<file path="src/rtl/cla_adder_pipe.sv">
// Pipelined block carry-lookahead adder with valid/ready streaming; one SW-bit slice per stage.
// Optional subtract mode is enabled by defining CLA_SUB_EN (adds the in_sub port).
module cla_adder_pipe #(
    parameter int WIDTH  = 32,
    parameter int STAGES = 2,
    parameter int GROUP  = 4
) (
    input  logic             clk,
    input  logic             rst_n,
    input  logic             in_valid,
    output logic             in_ready,
    input  logic [WIDTH-1:0] in_a,
    input  logic [WIDTH-1:0] in_b,
    input  logic             in_cin,
`ifdef CLA_SUB_EN
    input  logic             in_sub,
`endif
    output logic             out_valid,
    input  logic             out_ready,
    output logic [WIDTH-1:0] out_sum,
    output logic             out_cout,
    output logic             out_ovf
);

    localparam int SW = WIDTH / STAGES;
    localparam int NG = SW / GROUP;

    logic [WIDTH-1:0] w_bEff;
    logic             w_cinEff;

`ifdef CLA_SUB_EN
    assign w_bEff   = in_b ^ {WIDTH{in_sub}};
    assign w_cinEff = in_cin ^ in_sub;
`else
    assign w_bEff   = in_b;
    assign w_cinEff = in_cin;
`endif

    // Every carry is a flat sum-of-products over g/p terms: bit carries inside a group and
    // group carries across the slice are both lookahead, never rippled.
    function automatic void claSlice(
        input  logic [SW-1:0] a,
        input  logic [SW-1:0] b,
        input  logic          cin,
        output logic [SW-1:0] sum,
        output logic          cout
    );
        logic [SW-1:0] g, p, c;
        logic [NG-1:0] gg, gp;
        logic [NG:0]   gc;
        logic          t;
        g = a & b;
        p = a ^ b;
        for (int j = 0; j < NG; j++) begin
            gp[j] = &p[j*GROUP +: GROUP];
            gg[j] = 1'b0;
            for (int i = 0; i < GROUP; i++) begin
                t = g[j*GROUP+i];
                for (int m = i + 1; m < GROUP; m++) t = t & p[j*GROUP+m];
                gg[j] = gg[j] | t;
            end
        end
        for (int j = 0; j <= NG; j++) begin
            t = cin;
            for (int m = 0; m < j; m++) t = t & gp[m];
            gc[j] = t;
            for (int i = 0; i < j; i++) begin
                t = gg[i];
                for (int m = i + 1; m < j; m++) t = t & gp[m];
                gc[j] = gc[j] | t;
            end
        end
        for (int j = 0; j < NG; j++) begin
            for (int i = 0; i < GROUP; i++) begin
                t = gc[j];
                for (int m = 0; m < i; m++) t = t & p[j*GROUP+m];
                c[j*GROUP+i] = t;
                for (int l = 0; l < i; l++) begin
                    t = g[j*GROUP+l];
                    for (int m = l + 1; m < i; m++) t = t & p[j*GROUP+m];
                    c[j*GROUP+i] = c[j*GROUP+i] | t;
                end
            end
        end
        sum  = p ^ c;
        cout = gc[NG];
    endfunction

    for (genvar k = 0; k < STAGES; k++) begin : gStage
        localparam int REM = WIDTH - k * SW;

        logic                 w_acc;
        logic                 w_inValid;
        logic                 w_cin;
        logic [REM-1:0]       w_a;
        logic [REM-1:0]       w_b;
        logic [SW-1:0]        w_sliceSum;
        logic                 w_sliceCout;
        logic [(k+1)*SW-1:0]  w_sumNext;
        logic [(k+1)*SW-1:0]  r_sum;
        logic                 r_valid;
        logic                 r_carry;

        // Stage 0 takes the raw beat; later stages take the operand bits still waiting to be added.
        if (k == 0) begin : gHead
            assign w_inValid = in_valid;
            assign w_a       = in_a;
            assign w_b       = w_bEff;
            assign w_cin     = w_cinEff;
            assign w_sumNext = w_sliceSum;
        end else begin : gBody
            assign w_inValid = gStage[k-1].r_valid;
            assign w_a       = gStage[k-1].gFwd.r_a;
            assign w_b       = gStage[k-1].gFwd.r_b;
            assign w_cin     = gStage[k-1].r_carry;
            assign w_sumNext = {w_sliceSum, gStage[k-1].r_sum};
        end

        if (k == STAGES - 1) begin : gAccLast
            assign w_acc = !r_valid || out_ready;
        end else begin : gAccMid
            assign w_acc = !r_valid || gStage[k+1].w_acc;
        end

        always_comb claSlice(w_a[SW-1:0], w_b[SW-1:0], w_cin, w_sliceSum, w_sliceCout);

        always_ff @(posedge clk or negedge rst_n) begin
            if (!rst_n) begin
                r_valid <= 1'b0;
                r_sum   <= '0;
                r_carry <= 1'b0;
            end else if (w_acc) begin
                r_valid <= w_inValid;
                if (w_inValid) begin
                    r_sum   <= w_sumNext;
                    r_carry <= w_sliceCout;
                end
            end
        end

        if (k < STAGES - 1) begin : gFwd
            logic [REM-SW-1:0] r_a;
            logic [REM-SW-1:0] r_b;
            always_ff @(posedge clk or negedge rst_n) begin
                if (!rst_n) begin
                    r_a <= '0;
                    r_b <= '0;
                end else if (w_acc && w_inValid) begin
                    r_a <= w_a[REM-1:SW];
                    r_b <= w_b[REM-1:SW];
                end
            end
        end else begin : gTail
            // Same-sign operands with a differently signed result is exactly carry-in(MSB) ^ carry-out(MSB).
            logic r_ovf;
            always_ff @(posedge clk or negedge rst_n) begin
                if (!rst_n) begin
                    r_ovf <= 1'b0;
                end else if (w_acc && w_inValid) begin
                    r_ovf <= (w_a[SW-1] == w_b[SW-1]) && (w_sliceSum[SW-1] != w_a[SW-1]);
                end
            end
        end
    end

    assign in_ready  = gStage[0].w_acc;
    assign out_valid = gStage[STAGES-1].r_valid;
    assign out_sum   = gStage[STAGES-1].r_sum;
    assign out_cout  = gStage[STAGES-1].r_carry;
    assign out_ovf   = gStage[STAGES-1].gTail.r_ovf;

endmodule

</file>
<file path="config.mk">
export PLATFORM = sky130hd
export DESIGN_NAME = cla_adder_pipe
export DESIGN_NICKNAME = d
export VERILOG_FILES = /design/src/rtl/cla_adder_pipe.sv
export SDC_FILE = /design/constraint.sdc
export NUM_CORES = 1
export LEC_CHECK = 0
export BUFFER_PORTS_ARGS = -buffer_cell sky130_fd_sc_hd__buf_4
export CAP_MARGIN = 20
export CORE_MARGIN = 2
export CORE_UTILIZATION = 40
export CTS_BUF_LIST = sky130_fd_sc_hd__clkbuf_16
export CTS_CLUSTER_DIAMETER = 200
export DETAILED_ROUTE_END_ITERATION = 8
export PLACE_DENSITY = 0.6
export RECOVER_POWER = 50
export SLEW_MARGIN = 25
export SYNTH_ARGS = -nofsm -noshare
export SYNTH_HDL_FRONTEND = slang
export SYNTH_SLANG_ARGS = --single-unit
</file>
<file path="constraint.sdc">
create_clock -name clk -period 2.7 [get_ports clk]
set_input_delay 0.54 -clock clk [delete_from_list [all_inputs] [get_ports clk]]
set_output_delay 0.54 -clock clk [all_outputs]
set_load 0.05 [all_outputs]
</file>
### Word level (Yosys, flattened, before mapping)

Cells that the tools add are included.

| cells by class | value |
|---|---|
| muxes and demuxes | 0 |
| reduce and logical (&&, ||, !) cells | 17 |
| $add $sub $neg | 0 |
| shift-type cells | 0 |
| bitwise gates (word level) | 190 |
| div/mod/pow operators | 0 |
| eq/ne operators | 2 |
| multipliers | 0 |
| magnitude comparators | 0 |

Operators by type and width:

| cell | count |
|---|---|
| bitwise AND 1 bit | 92 |
| OR 1 bit | 92 |
| bitwise XOR 16 bit | 4 |
| bitwise AND 16 bit | 2 |
| AND reduction 4 bit | 8 |
| AND reduction 2 bit | 2 |
| logical AND 1 bit | 3 |
| zero test 1 bit | 2 |
| logical OR 1 bit | 2 |
| == test 1 bit | 1 |
| != test 1 bit | 1 |

| word-level totals | value |
|---|---|
| ROM bits | 0 |
| latch bits | 0 |
| flip-flop bits (word level) | 85 |
| word-level logic and storage cells | 218 |
| output and inout port bits | 36 |
| memories kept | 0 |
| bits of input ports | 69 |
| RAM bits | 0 |

### Longest topological paths before layout

Gate-level depths: netlist of run 1.

| logic depth | value |
|---|---|
| depth after elaboration | 21 |
| mapped depth | 10 |

### Worst setup path after synthesis of run 1

OpenSTA, ideal clock, no wires.

| timing | value |
|---|---|
| path type | input to register |
| start | input in_a[3] |
| end | register gStage[0].r_sum[15] |
| stages on the path | 10 |
| slack | 0.202 ns |
| data required time | 2.576 ns |
| library setup time | 0.124 ns |
| data arrival time | 2.374 ns |
| cell sequence | ha_1 -> a211oi_1 -> o21ai_0 -> a31oi_1 -> o21ai_0 -> ha_1 -> o21a_1 -> o21ai_0 -> a211o_1 -> nand3_1 |

| on the way | value |
|---|---|
| cells in the longest elaborated chain, start to end | 17 |
| elaborated cells between the ends (all ways) | 24 |
| those cells by class | bitwise: 23; reduce/logical: 1 |

RTL lines:

| what | line | source |
|---|---|---|
| start: declaration | 12 | `input logic [WIDTH-1:0] in_a,` |
| bitwise XOR 16 bit | 53 | `p = a ^ b;` |
| bitwise AND 1 bit | 59 | `for (int m = i + 1; m < GROUP; m++) t = t & p[j*GROUP+m];` |
| OR 1 bit (3 in a row) | 60 | `gg[j] = gg[j] \| t;` |
| bitwise AND 1 bit (2 in a row) | 69 | `for (int m = i + 1; m < j; m++) t = t & gp[m];` |
| OR 1 bit * (3 in a row) | 70 | `gc[j] = gc[j] \| t;` |
| bitwise AND 1 bit * (3 in a row) | 76 | `for (int m = 0; m < i; m++) t = t & p[j*GROUP+m];` |
| OR 1 bit * (3 in a row) | 81 | `c[j*GROUP+i] = c[j*GROUP+i] \| t;` |
| bitwise XOR 16 bit * | 85 | `sum = p ^ c;` |
| end signal: assignment | 135 | `r_sum <= w_sumNext;` |
| end: declaration | 100 | `logic [(k+1)*SW-1:0] r_sum;` |

Mark *: on every way between the ends. The rest lies on a longest branch, timed or not.
A chain may end at the register's enable or synchronous reset.

### Worst setup path after layout of run 1

| timing | value |
|---|---|
| start | register gStage[0].gFwd.r_a[9] |
| end | register gStage[1].gTail.r_ovf (netlist: out_ovf) |

| on the way | value |
|---|---|
| cells in the longest elaborated chain, start to end | 17 |
| elaborated cells between the ends (all ways) | 26 |
| those cells by class | eq/ne: 1; bitwise: 23; reduce/logical: 2 |

RTL lines:

| what | line | source |
|---|---|---|
| start: declaration | 142 | `logic [REM-SW-1:0] r_a;` |
| start signal: assignment | 149 | `r_a <= w_a[REM-1:SW];` |
| bitwise XOR 16 bit | 53 |  |
| bitwise AND 1 bit (3 in a row) | 59 |  |
| OR 1 bit (3 in a row) | 60 |  |
| OR 1 bit * | 70 |  |
| bitwise AND 1 bit * (3 in a row) | 76 |  |
| OR 1 bit * (3 in a row) | 81 |  |
| bitwise XOR 16 bit * | 85 |  |
| != test 1 bit * | 160 | `r_ovf <= (w_a[SW-1] == w_b[SW-1]) && (w_sliceSum[SW-1] != w_a[SW-1]);` |
| logical AND 1 bit * | 160 |  |
| end signal: assignment | 160 |  |
| end: declaration | 155 | `logic r_ovf;` |

Marks and branches as above.

==> results of run 1 <==
==> worst max-delay path, stage by stage (launching register included) <==
cell	delay, ns
sky130_fd_sc_hd__dfrtp_1	0.39
sky130_fd_sc_hd__ha_1	0.35
sky130_fd_sc_hd__a211oi_1	0.25
sky130_fd_sc_hd__o21bai_1	0.12
sky130_fd_sc_hd__a211oi_2	0.26
sky130_fd_sc_hd__nor2_2	0.10
sky130_fd_sc_hd__ha_1	0.21
sky130_fd_sc_hd__o21a_1	0.18
sky130_fd_sc_hd__o21a_2	0.23
sky130_fd_sc_hd__o21a_1	0.18
sky130_fd_sc_hd__o41ai_2	0.20
==> sequential cells by signal (all words and copies together), names as in the netlist <==
register / cells
out_sum: 32
gStage.gFwd.r_a: 16
gStage.gFwd.r_b: 16
gStage.r_sum: 16
gStage.r_carry: 1
gStage.r_valid: 1
out_cout: 1
out_ovf: 1
out_valid: 1
==> routing by layer <==
layer	up-vias	global-route usage, %	routed length [um]
met5	-	0	0
met2	82	29.15	4921
met3	6	4.954	628
met1	1787	20.80	4500
li1	1895	-	-
met4	0	4.115	61
==> cell type report <==
| cell class | instances | area [um2] | area share [%] |
|---|---|---|---|
| Inverter | 17 | 63.81 | 1.100 |
| Multi-Input combinational cell | 385 | 2341 | 40.36 |
| Clock inverter | 7 | 75.07 | 1.294 |
| Clock buffer | 9 | 225.2 | 3.883 |
| Tap cell | 143 | 178.9 | 3.085 |
| Timing Repair Buffer | 113 | 789.5 | 13.61 |
| Sequential cell | 85 | 2127 | 36.67 |
==> kinds of logic (layout without fill, tap and decap cells) <==
group,after synthesis,after routing,share of synthesized area [%]
AOI/OAI and AO/OA,76,76,10.89
xor gates and xnor gates,8,8,1.513
adders and majority gates,48,48,14.27
and+or+nand+nor,253,253,23.05
buffers and inverters,36,146,4.350
DFF,85,85,45.93
==> repair_timing <==
| item | in CTS | in global routing |
|---|---|---|
| hold endpoints to repair | 0 | 0 |
| endpoints found under the setup margin | 2 | 4 |
| pin swaps | 0 | 2 |
| gates resized for setup | 1 | 9 |
| hold buffers | 0 | 0 |
| buffers inserted | 0 | 1 |
==> through the flow <==
step / util, % / cell area (um2) / TNS, ns / setup slack, ns / power [mW]
6_report: 51.02 / 5801 / 0 / 0.1390 / 4.716
5_1_grt: 51.02 / 5801 / 0 / 0.01039 / 5.021
3_5_place_dp: 48.56 / 5522 / -0.5345 / -0.1740 / 3.571
3_3_place_gp: 48.56 / 5522 / -0.1361 / -0.08148 / 3.533
2_1_floorplan: - / 4631 / 0 / 0.2018 / 2.984
4_1_cts: 51.25 / 5827 / 0 / 0.02596 / 4.822
==> Yosys cell counts (4+ instances only) <==
cell / number / area, um2
sky130_fd_sc_hd__a211o_1: 7 / 61.31
sky130_fd_sc_hd__a211oi_1: 5 / 37.54
sky130_fd_sc_hd__a21o_1: 4 / 30.03
sky130_fd_sc_hd__a21oi_1: 10 / 50.05
sky130_fd_sc_hd__buf_2: 8 / 40.04
sky130_fd_sc_hd__buf_4: 7 / 52.55
sky130_fd_sc_hd__buf_6: 4 / 45.04
sky130_fd_sc_hd__dfrtp_1: 85 / 2127
sky130_fd_sc_hd__fa_1: 8 / 160.2
sky130_fd_sc_hd__ha_1: 40 / 500.5
sky130_fd_sc_hd__inv_1: 17 / 63.81
sky130_fd_sc_hd__nand2_1: 201 / 754.5
sky130_fd_sc_hd__nand3_1: 14 / 70.07
sky130_fd_sc_hd__nand4_1: 8 / 50.05
sky130_fd_sc_hd__nor2_1: 7 / 26.28
sky130_fd_sc_hd__nor3_1: 4 / 20.02
sky130_fd_sc_hd__o21a_1: 11 / 82.58
sky130_fd_sc_hd__o21ai_0: 28 / 140.1
sky130_fd_sc_hd__or3_1: 7 / 43.79
sky130_fd_sc_hd__xnor2_1: 6 / 52.55
==> power by group <==
part	internal, mW	switching, mW
logic	0.576	1.19
registers	1.56	0.180
clock network	0.720	0.497
==> worst paths after layout <==
check | start | endpoint | slack [ns] | depth (start not counted)
max in group asynchronous | rst_n | gStage[0].r_sum[13] | 0.82 | 2
min in group asynchronous | rst_n | out_sum[29] | 0.58 | 1
setup / recovery | gStage[0].gFwd.r_a[9] | out_ovf | 0.14 | 10
hold reg to reg | gStage[0].r_sum[12] | out_sum[12] | 0.46 | 2
setup reg to reg | gStage[0].gFwd.r_a[9] | out_ovf | 0.14 | 10
hold / removal | in_b[19] | gStage[0].gFwd.r_b[3] | 0.40 | 3
==> flow_metrics.env, run 1 <==
export IMPL_commonest_non_fill_non_tap_cells_in_the_layout="sky130_fd_sc_hd__nand2_1, sky130_fd_sc_hd__buf_4, sky130_fd_sc_hd__dfrtp_1"
export IMPL_timing_final_crit_period_ns=2.561
export IMPL_type_of_the_worst_setup_path="flop to flop"
export IMPL_drc=0
export IMPL_num_fill_cells=1115
export IMPL_clock_path_buffers=2
export IMPL_cts_htree_levels=3
export IMPL_max_cap_violations=1
export IMPL_timing_slew_headroom_pct=-0.5318
export IMPL_number_of_global_route_vias_before_repair=3786
export IMPL_stdcell_count=759
export IMPL_worst_skew_pair_late_latency_ns=0.33
export IMPL_cts_made_buffers=9
export IMPL_timing_critical_path_to_type="flop"
export IMPL_inst_count_dp=742
export IMPL_global_route_wire_length_before_repair_um=17320
export IMPL_type_of_origin_of_the_critical_path="flop"
export IMPL_cts_sinks=85
export IMPL_fmax_mhz=390.5
export IMPL_worst_clock_skew_ns=0.009676
export IMPL_finalMaxSlewViolations=61
export IMPL_drive_gt1_share_pct=21.10
export IMPL_starting_density_of_the_core_pct=40.73
export IMPL_synth_nets=623
export IMPL_drtPass1Iterations=6
export IMPL_max_slew_worst_pin_slew_ns=1.508
export IMPL_worstPathArrival_ns=2.78
export IMPL_worst_setup_hold_path_clk_slew_ns=0.06
export IMPL_synth_ff_type="sky130_fd_sc_hd__dfrtp_1"
export IMPL_worst_ep_required_time_ns=2.92
export IMPL_synth_seq_cells=85
export IMPL_finalHoldWorstSlack_ns=0.4028
export IMPL_ir_drop_mv=0.4553
export IMPL_synth_seq_area_share_pct=45.93
export IMPL_area_growth_syn_to_layout_pct=25.26
export IMPL_holdCritPathClass="input port to flop"
export IMPL_placement_io_buffers=104
export IMPL_routed_via_count=3770
export IMPL_fp_dieW_um=111.6
export IMPL_ant_nets=0
export IMPL_synth_edff_count=0
export IMPL_syn_inst=506
export IMPL_timing_critical_path_fanout_max=5
export IMPL_routabilityCongestion=0.8512
export IMPL_tritoncts="yes"
export IMPL_detail_route_wl_per_cell_um=13.32
export IMPL_placement_rows=39
export IMPL_core_mm2=0.01137
export IMPL_setup_viol=0
export IMPL_unrepaired_setup_endpoints_after_global_routing="false"
export IMPL_finalHoldViolations=0
export IMPL_fp_dieArea_mm2=0.01245
export IMPL_power_density_mw_per_mm2=813.1
export IMPL_async_flop_share_pct=100.0
export IMPL_die_height_um=111.6
export IMPL_synth_avg_cell_area_um2=9.152
export IMPL_synth_cell_types=37
export IMPL_globalRoute_totalOverflow=0
export IMPL_grt_util_all_layers_pct=16.84
export IMPL_layout_worst_path_cycle_share_pct=94.85
export IMPL_io_pins=105
export IMPL_grt_start_max_net_pins=62
export IMPL_outcome="complete, but fails checks"
export IMPL_hpwl_um=7634
export IMPL_antenna_diode_count=0
export IMPL_antenna_found_initial=0
export IMPL_yosys_warnings=0
export IMPL_final_common_cell="sky130_fd_sc_hd__nand2_1"
export IMPL_violations="max-capacitance violations, max-slew violations"
export IMPL_synth_cell_area_mm2=0.004631
export IMPL_dr_first_iter_drc_count=150
export IMPL_drt_vias_per_instance=4.967
export IMPL_wirelength_um=10110
export IMPL_p_leak_nw=2.976
export IMPL_cts_root_buffer="sky130_fd_sc_hd__clkbuf_16"
export IMPL_fin_nets=728
(Power assumes the default switching activity.)
==> run 2: changes to the inputs <==
--- a/config.mk
+++ b/config.mk
@@ -5,12 +5,13 @@
 export SDC_FILE = /design/constraint.sdc
 export NUM_CORES = 1
 export LEC_CHECK = 0
+export ABC_AREA = 1
 export BUFFER_PORTS_ARGS = -buffer_cell sky130_fd_sc_hd__buf_4
 export CAP_MARGIN = 20
 export CORE_MARGIN = 2
 export CORE_UTILIZATION = 40
 export CTS_BUF_LIST = sky130_fd_sc_hd__clkbuf_16
-export CTS_CLUSTER_DIAMETER = 200
+export CTS_CLUSTER_DIAMETER = 100
 export DETAILED_ROUTE_END_ITERATION = 8
 export PLACE_DENSITY = 0.6
 export RECOVER_POWER = 50
==> flow_metrics.env, run 2 <==
export IMPL_ir_drop_mv=0.6260
export IMPL_routabilityCongestion=0.8388
export IMPL_ys_top_cells_by_count="sky130_fd_sc_hd__nand2_1, sky130_fd_sc_hd__dfrtp_1, sky130_fd_sc_hd__ha_1"
export IMPL_p_leak_nw=3.114
export IMPL_antenna_found_initial=0
export IMPL_synth_top_area_cell="sky130_fd_sc_hd__dfrtp_1"
export IMPL_worst_ep_required_time_ns=2.92
export IMPL_final_critical_path_setup_slack_ns=0.2475
export IMPL_dr_first_iter_drc_count=153
export IMPL_cts_made_buffers=9
export IMPL_synth_cell_area_mm2=0.004592
export IMPL_global_route_wire_length_before_repair_um=17130
export IMPL_synth_mux_area_fraction_pct=0
export IMPL_synth_seq_cells=85
export IMPL_fin_setup_tns_ns=0
export IMPL_io_pins=105
export IMPL_drive_gt1_share_pct=18.91
export IMPL_worstPathArrival_ns=2.67
export IMPL_cts_root_buffer="sky130_fd_sc_hd__clkbuf_16"
export IMPL_finalMaxSlewViolations=35
export IMPL_ant_nets=0
export IMPL_grt_start_max_net_pins=60
export IMPL_crit_path_start="gStage[0].gFwd.r_a[3]"
export IMPL_cts_sinks=85
export IMPL_globalRoute_totalOverflow=0
export IMPL_detail_route_wl_per_cell_um=12.51
export IMPL_placement_rows=39
export IMPL_timing_critical_path_fanout_max=3
export IMPL_finalHoldViolations=0
export IMPL_multi_input_comb_area_mm2=0.002270
export IMPL_hold_path_cell_count=3
export IMPL_drt_vias_per_instance=4.727
export IMPL_reg2regPathDepth=17
export IMPL_layout_worst_path_cycle_share_pct=90.83
export IMPL_fp_dieArea_mm2=0.01235
export IMPL_worst_hold_path_endpoint="gStage[0].gFwd.r_a[4]"
export IMPL_yosys_area_share_xor_xnor_pct=4.196
export IMPL_core_mm2=0.01132
export IMPL_post_synth_top_area_fraction_pct=46.32
export IMPL_synth_ff_type="sky130_fd_sc_hd__dfrtp_1"
export IMPL_timing_slew_headroom_pct=-28.64
export IMPL_holdCritPathClass="input port to flop"
export IMPL_post_synth_top_count_cell="sky130_fd_sc_hd__nand2_1"
export IMPL_synth_avg_cell_area_um2=8.519
export IMPL_finalInstanceArea_mm2=0.005771
export IMPL_max_slew_worst_pin_slew_ns=1.930
export IMPL_timing_final_crit_period_ns=2.452
export IMPL_type_of_the_worst_setup_path="flop to flop"
export IMPL_worst_skew_pair_late_latency_ns=0.33
export IMPL_clock_path_buffers=2
export IMPL_starting_density_of_the_core_pct=40.56
export IMPL_synth_nets=656
export IMPL_main_combinational_cell_family_by_area_after_synthesis="simple AND/OR/NAND/NOR gates"
export IMPL_type_of_origin_of_the_critical_path="flop"
export IMPL_yosys_area_share_simple_pct=25.29
export IMPL_die_height_um=111.1
export IMPL_cts_htree_levels=3
export IMPL_post_place_ws_ns=0.07141
export IMPL_syn_inst=539
export IMPL_routed_via_count=3725
export IMPL_holdCritStartpoint="in_a[20]"
export IMPL_hpwl_um=7181
export IMPL_setup_viol=0
export IMPL_fp_dieW_um=111.1
export IMPL_worst_r2r_setup_slack_ns=0.25
export IMPL_violations="max-capacitance violations, max-slew violations"
export IMPL_drtPass1Iterations=4
export IMPL_max_cap_violations=1
export IMPL_register_area_mm2=0.002127
export IMPL_number_of_global_route_vias_before_repair=3758
export IMPL_placement_cell_area_mm2=0.005500
export IMPL_timing_critical_path_to_type="flop"
export IMPL_outcome="complete, but fails checks"
export IMPL_synth_adder_area_share_pct=14.39
export IMPL_commonest_non_fill_non_tap_cells_in_the_layout="sky130_fd_sc_hd__nand2_1, sky130_fd_sc_hd__buf_4, sky130_fd_sc_hd__dfrtp_1"
export IMPL_worst_setup_hold_path_clk_slew_ns=0.06
export IMPL_power_density_mw_per_mm2=911.4
export IMPL_tritoncts="yes"
export IMPL_post_synth_main_area_contributors="sky130_fd_sc_hd__dfrtp_1, sky130_fd_sc_hd__nand2_1, sky130_fd_sc_hd__ha_1"
export IMPL_drc=0
export IMPL_synth_cell_types=25
export IMPL_fin_util_pct=50.97
export IMPL_synth_seq_area_share_pct=46.32
export IMPL_synth_compound_gate_area_share_pct=5.313
export IMPL_wirelength_um=9860
export IMPL_finalHoldWorstSlack_ns=0.3979
export IMPL_final_common_cell="sky130_fd_sc_hd__nand2_1"
export IMPL_placement_io_buffers=104
export IMPL_regToRegEndpoint="out_ovf"
export IMPL_largest_register_ff_count=32
export IMPL_worst_r2r_startpoint="gStage[0].gFwd.r_a[3]"
export IMPL_grt_util_all_layers_pct=16.90
export IMPL_yosys_warnings=0
export IMPL_synth_edff_count=0
export IMPL_antenna_diode_count=0
export IMPL_fin_nets=759
export IMPL_worst_clock_skew_ns=0.003819
export IMPL_num_fill_cells=1093
export IMPL_fmax_mhz=407.8
export IMPL_async_flop_share_pct=100.0
export IMPL_cts_setup_buffers=0
export IMPL_area_growth_syn_to_layout_pct=25.67
==> run 2: worst max path at each step <==
stage / end / slack [ns] / cells past startpoint
final: out_ovf / 0.25 / 17
after floorplan: gStage[0].r_sum[15] / 0.36 / 14
after CTS: out_ovf / 0.18 / 19
after global routing: out_ovf / -0.01 / 19
after detailed placement: gStage[0].r_sum[15] / 0.07 / 15
after global placement: gStage[0].r_sum[15] / 0.14 / 15
==> run 2: area by class of cell <==
type / instances / area share [%]
Multi-Input combinational cell: 408 / 39.33
Sequential cell: 85 / 36.86
Clock buffer: 9 / 3.903
Clock inverter: 5 / 1.344
Inverter: 30 / 1.951
Timing Repair Buffer: 108 / 13.51
Tap cell: 143 / 3.101
==> run 2: report_power, final <==
part	switching, mW	internal (mW)
sequential	0.212	1.62
combinational	1.47	0.676
clock	0.476	0.796
total	2.16	3.10
==> run 2: what timing repair did <==
action	4_1_cts	5_1_grt
endpoints found under the hold margin	0	0
setup endpoints to repair	0	2
resized for setup	0	3
hold buffers	0	0
==> run 2: critical path: stages, from the launching register on <==
cell and delay (ns):
sky130_fd_sc_hd__dfrtp_1 0.38, sky130_fd_sc_hd__ha_1 0.34, sky130_fd_sc_hd__a21oi_1 0.18, sky130_fd_sc_hd__nand2_1 0.12
sky130_fd_sc_hd__o21ai_2 0.15, sky130_fd_sc_hd__nand3_2 0.12, sky130_fd_sc_hd__a21o_1 0.22, sky130_fd_sc_hd__ha_1 0.20
sky130_fd_sc_hd__nand2_1 0.06, sky130_fd_sc_hd__inv_1 0.04, sky130_fd_sc_hd__nor2_2 0.13, sky130_fd_sc_hd__nor2_2 0.04
sky130_fd_sc_hd__inv_1 0.07, sky130_fd_sc_hd__nand2_2 0.07, sky130_fd_sc_hd__inv_2 0.05, sky130_fd_sc_hd__nand2_1 0.04
sky130_fd_sc_hd__nand4_1 0.06, sky130_fd_sc_hd__nand2_1 0.07
==> run 2: per-layer routing <==
metal,share of wire (%),GRT usage (%),up-vias
li1,-,-,1903
met1,46,21.67,1720
met2,45,27.24,92
met3,7.0,4.265,10
met4,1.7,7.325,0
met5,0,0,-
==> run 2: cells by family after synthesis <==
| group | after synthesis |
|---|---|
| simple gates | 291 |
| flops | 85 |
| fa+ha+maj | 48 |
| compound gates | 47 |
| buf+inv | 46 |
| xor+xnor | 22 |
==> run 2: through the flow <==
step / instances / power, mW
global placement: 774 / 4.045
global route: 788 / 5.607
detailed placement: 774 / 4.079
CTS: 788 / 5.370
finish: 788 / 5.259
floorplan: 539 / 3.380
==> run 3: changes to the inputs <==
==> constraint.sdc (replaced) <==
create_clock -name clk -period 2.4 [get_ports clk]
set_input_delay 0.48 -clock clk [delete_from_list [all_inputs] [get_ports clk]]
set_output_delay 0.48 -clock clk [all_outputs]
set_load 0.05 [all_outputs]
==> flow_metrics.env, run 3 (same netlist as run 2, synthesis figures left out) <==
export IMPL_fp_dieW_um=111.1
export IMPL_grt_util_all_layers_pct=17.41
export IMPL_routed_via_count=3798
export IMPL_violations="max-capacitance violations, max-slew violations"
export IMPL_cts_sinks=85
export IMPL_critPathTopFamily="simple AND/OR/NAND/NOR gates"
export IMPL_finalHoldViolations=0
export IMPL_timing_final_crit_period_ns=2.244
export IMPL_stdcell_count=804
export IMPL_power_switching_fraction_pct=40.63
export IMPL_combPwrFrac_pct=42.4
export IMPL_worst_ep_required_time_ns=2.61
export IMPL_cts_made_buffers=9
export IMPL_finalMaxSlewViolations=37
export IMPL_io_pins=105
export IMPL_power_report_internal_total_mw=3.620
export IMPL_type_of_the_worst_setup_path="flop to flop"
export IMPL_fmax_mhz=445.7
export IMPL_timing_critical_path_to_type="flop"
export IMPL_drive_gt1_share_pct=24.05
export IMPL_setup_viol=0
export IMPL_drtPass1Iterations=4
export IMPL_path_buf_inv=1
export IMPL_timing_critical_path_fanout_max=4
export IMPL_inst_count_dp=784
export IMPL_cts_root_buffer="sky130_fd_sc_hd__clkbuf_16"
export IMPL_fin_setup_tns_ns=0
export IMPL_placement_rows=39
export IMPL_grt_start_max_net_pins=60
export IMPL_wirelength_um=10140
export IMPL_unrepaired_setup_endpoints_after_global_routing="true"
export IMPL_worst_setup_hold_path_clk_slew_ns=0.06
export IMPL_fin_util_pct=52.76
export IMPL_tritoncts="yes"
export IMPL_critical_path_top_cell_by_count="sky130_fd_sc_hd__nand2_1"
export IMPL_largest_register_ff_count=32
export IMPL_area_growth_syn_to_layout_pct=30.08
export IMPL_cts_htree_levels=3
export IMPL_clock_path_buffers=2
export IMPL_drt_vias_per_instance=4.724
export IMPL_routabilityCongestion=0.7966
export IMPL_globalRoute_totalOverflow=0
export IMPL_placement_io_buffers=104
export IMPL_ant_nets=0
export IMPL_hpwl_um=7202
export IMPL_layout_worst_path_cycle_share_pct=93.48
export IMPL_worst_path_max_delay_cell="sky130_fd_sc_hd__dfrtp_1"
export IMPL_ir_drop_mv=0.4860
export IMPL_path_cells="ha_4, nand2_2, nand2_1, nand2_1, nand2_2, buf_4, or2_2, ha_1, nand2_1, nand3_2, a21oi_2, xor2_1, o21ai_0"
export IMPL_number_of_global_route_vias_before_repair=3749
export IMPL_fin_total_pwr_mw=6.097
export IMPL_outcome="complete, but fails checks"
export IMPL_max_stage_delay_ns=0.41
export IMPL_clock_power_share_pct=23.6
export IMPL_max_slew_worst_pin_slew_ns=1.933
export IMPL_power_sequential_fraction_pct=34.0
export IMPL_finalHoldWorstSlack_ns=0.3335
export IMPL_commonest_non_fill_non_tap_cells_in_the_layout="sky130_fd_sc_hd__nand2_1, sky130_fd_sc_hd__buf_4, sky130_fd_sc_hd__dfrtp_1"
export IMPL_worstPathArrival_ns=2.45
export IMPL_fin_nets=774
export IMPL_global_route_wire_length_before_repair_um=17350
export IMPL_drc=0
export IMPL_antenna_found_initial=0
export IMPL_final_common_cell="sky130_fd_sc_hd__nand2_1"
export IMPL_die_height_um=111.1
export IMPL_p_leak_nw=3.223
export IMPL_timing_slew_headroom_pct=-28.87
export IMPL_starting_density_of_the_core_pct=40.56
export IMPL_worst_skew_pair_late_latency_ns=0.34
export IMPL_detail_route_wl_per_cell_um=12.62
export IMPL_worst_clock_skew_ns=0.005179
export IMPL_antenna_diode_count=0
export IMPL_fp_dieArea_mm2=0.01235
export IMPL_holdCritPathClass="input port to flop"
export IMPL_max_cap_violations=1
export IMPL_core_mm2=0.01132
export IMPL_power_density_mw_per_mm2=1021
export IMPL_p_sw_mw=2.477
export IMPL_dr_first_iter_drc_count=139
export IMPL_type_of_origin_of_the_critical_path="flop"
[run 3: cell count changes in the layout (fill, tap and decap cells not counted), moves of 3 or more]
cell / before / now
sky130_fd_sc_hd__buf_4: 95 / 121
sky130_fd_sc_hd__a21oi_2: 0 / 3
sky130_fd_sc_hd__a21oi_1: 13 / 10
sky130_fd_sc_hd__nand2_2: 2 / 7
sky130_fd_sc_hd__clkbuf_1: 11 / 1
sky130_fd_sc_hd__nand2_1: 245 / 240
sky130_fd_sc_hd__ha_1: 39 / 36
[run 3: worst reg2reg max path: stages, from the launching register on]
cell	delay [ns]
sky130_fd_sc_hd__dfrtp_1	0.41
sky130_fd_sc_hd__ha_4	0.27
sky130_fd_sc_hd__nand2_2	0.07
sky130_fd_sc_hd__nand2_1	0.04
sky130_fd_sc_hd__nand2_1	0.06
sky130_fd_sc_hd__nand2_2	0.06
sky130_fd_sc_hd__buf_4	0.13
sky130_fd_sc_hd__or2_2	0.29
sky130_fd_sc_hd__ha_1	0.21
sky130_fd_sc_hd__nand2_1	0.09
sky130_fd_sc_hd__nand3_2	0.09
sky130_fd_sc_hd__a21oi_2	0.15
sky130_fd_sc_hd__xor2_1	0.14
sky130_fd_sc_hd__o21ai_0	0.08
[run 3: per-layer routing]
metal / up-vias / routed length [um] / GRT usage, %
met2: 87 / 4688 / 28.63
met1: 1764 / 4614 / 21.92
met4: 0 / 142 / 4.938
met3: 10 / 698 / 6.014
met5: - / 0 / 0
li1: 1937 / - / -
[run 3: path summary, 6_finish.rpt]
path                                       start               endpoint  slack, ns  depth (start not counted)
max                        gStage[0].gFwd.r_b[1]            out_sum[23]       0.16                         13
min                                     in_a[25]  gStage[0].gFwd.r_a[9]       0.33                          3
max reg2reg                gStage[0].gFwd.r_b[1]            out_sum[23]       0.16                         13
min reg2reg                   gStage[0].r_sum[4]             out_sum[4]       0.47                          2
max in group asynchronous                  rst_n    gStage[0].r_sum[13]       0.47                          2
min in group asynchronous                  rst_n            out_sum[31]       0.67                          1
[run 3: area by class of cell]
type / count / area [um2]
clock inverters: 6 / 78.83
repair buffers: 123 / 923.4
clock buffers: 9 / 225.2
fillers: 1088 / 5348
inverters: 30 / 112.6
well taps: 143 / 178.9
multi-input cells: 408 / 2327
flip-flops and latches: 85 / 2127
[run 3: per-stage QoR]
stage,cell area [um2],worst slack [ns]
after floorplan,4592,0.1163
after global placement,5575,-0.05163
after detailed placement,5575,-0.1285
after CTS,5896,0.01209
after global routing,5973,-0.02163
final,5973,0.1564
[run 3: power groups by stage]
| stage | sequential, mW | combinational [mW] | clock (mW) |
|---|---|---|---|
| CTS | 2.08 | 2.55 | 1.46 |
| detailed placement | 2.09 | 2.53 | 0 |
| global placement | 2.08 | 2.50 | 0 |
| floorplan | 2.91 | 0.895 | 0 |
| global route | 2.13 | 2.83 | 1.55 |
| finish | 2.08 | 2.58 | 1.44 |
[run 3: timing repair]
action | 4_1_cts | 5_1_grt
setup buffers | 0 | 5
cloned | 0 | 0
resized for setup | 2 | 11
hold buffers | 0 | 0
pin swaps | 0 | 10
setup endpoints to repair | 2 | 6
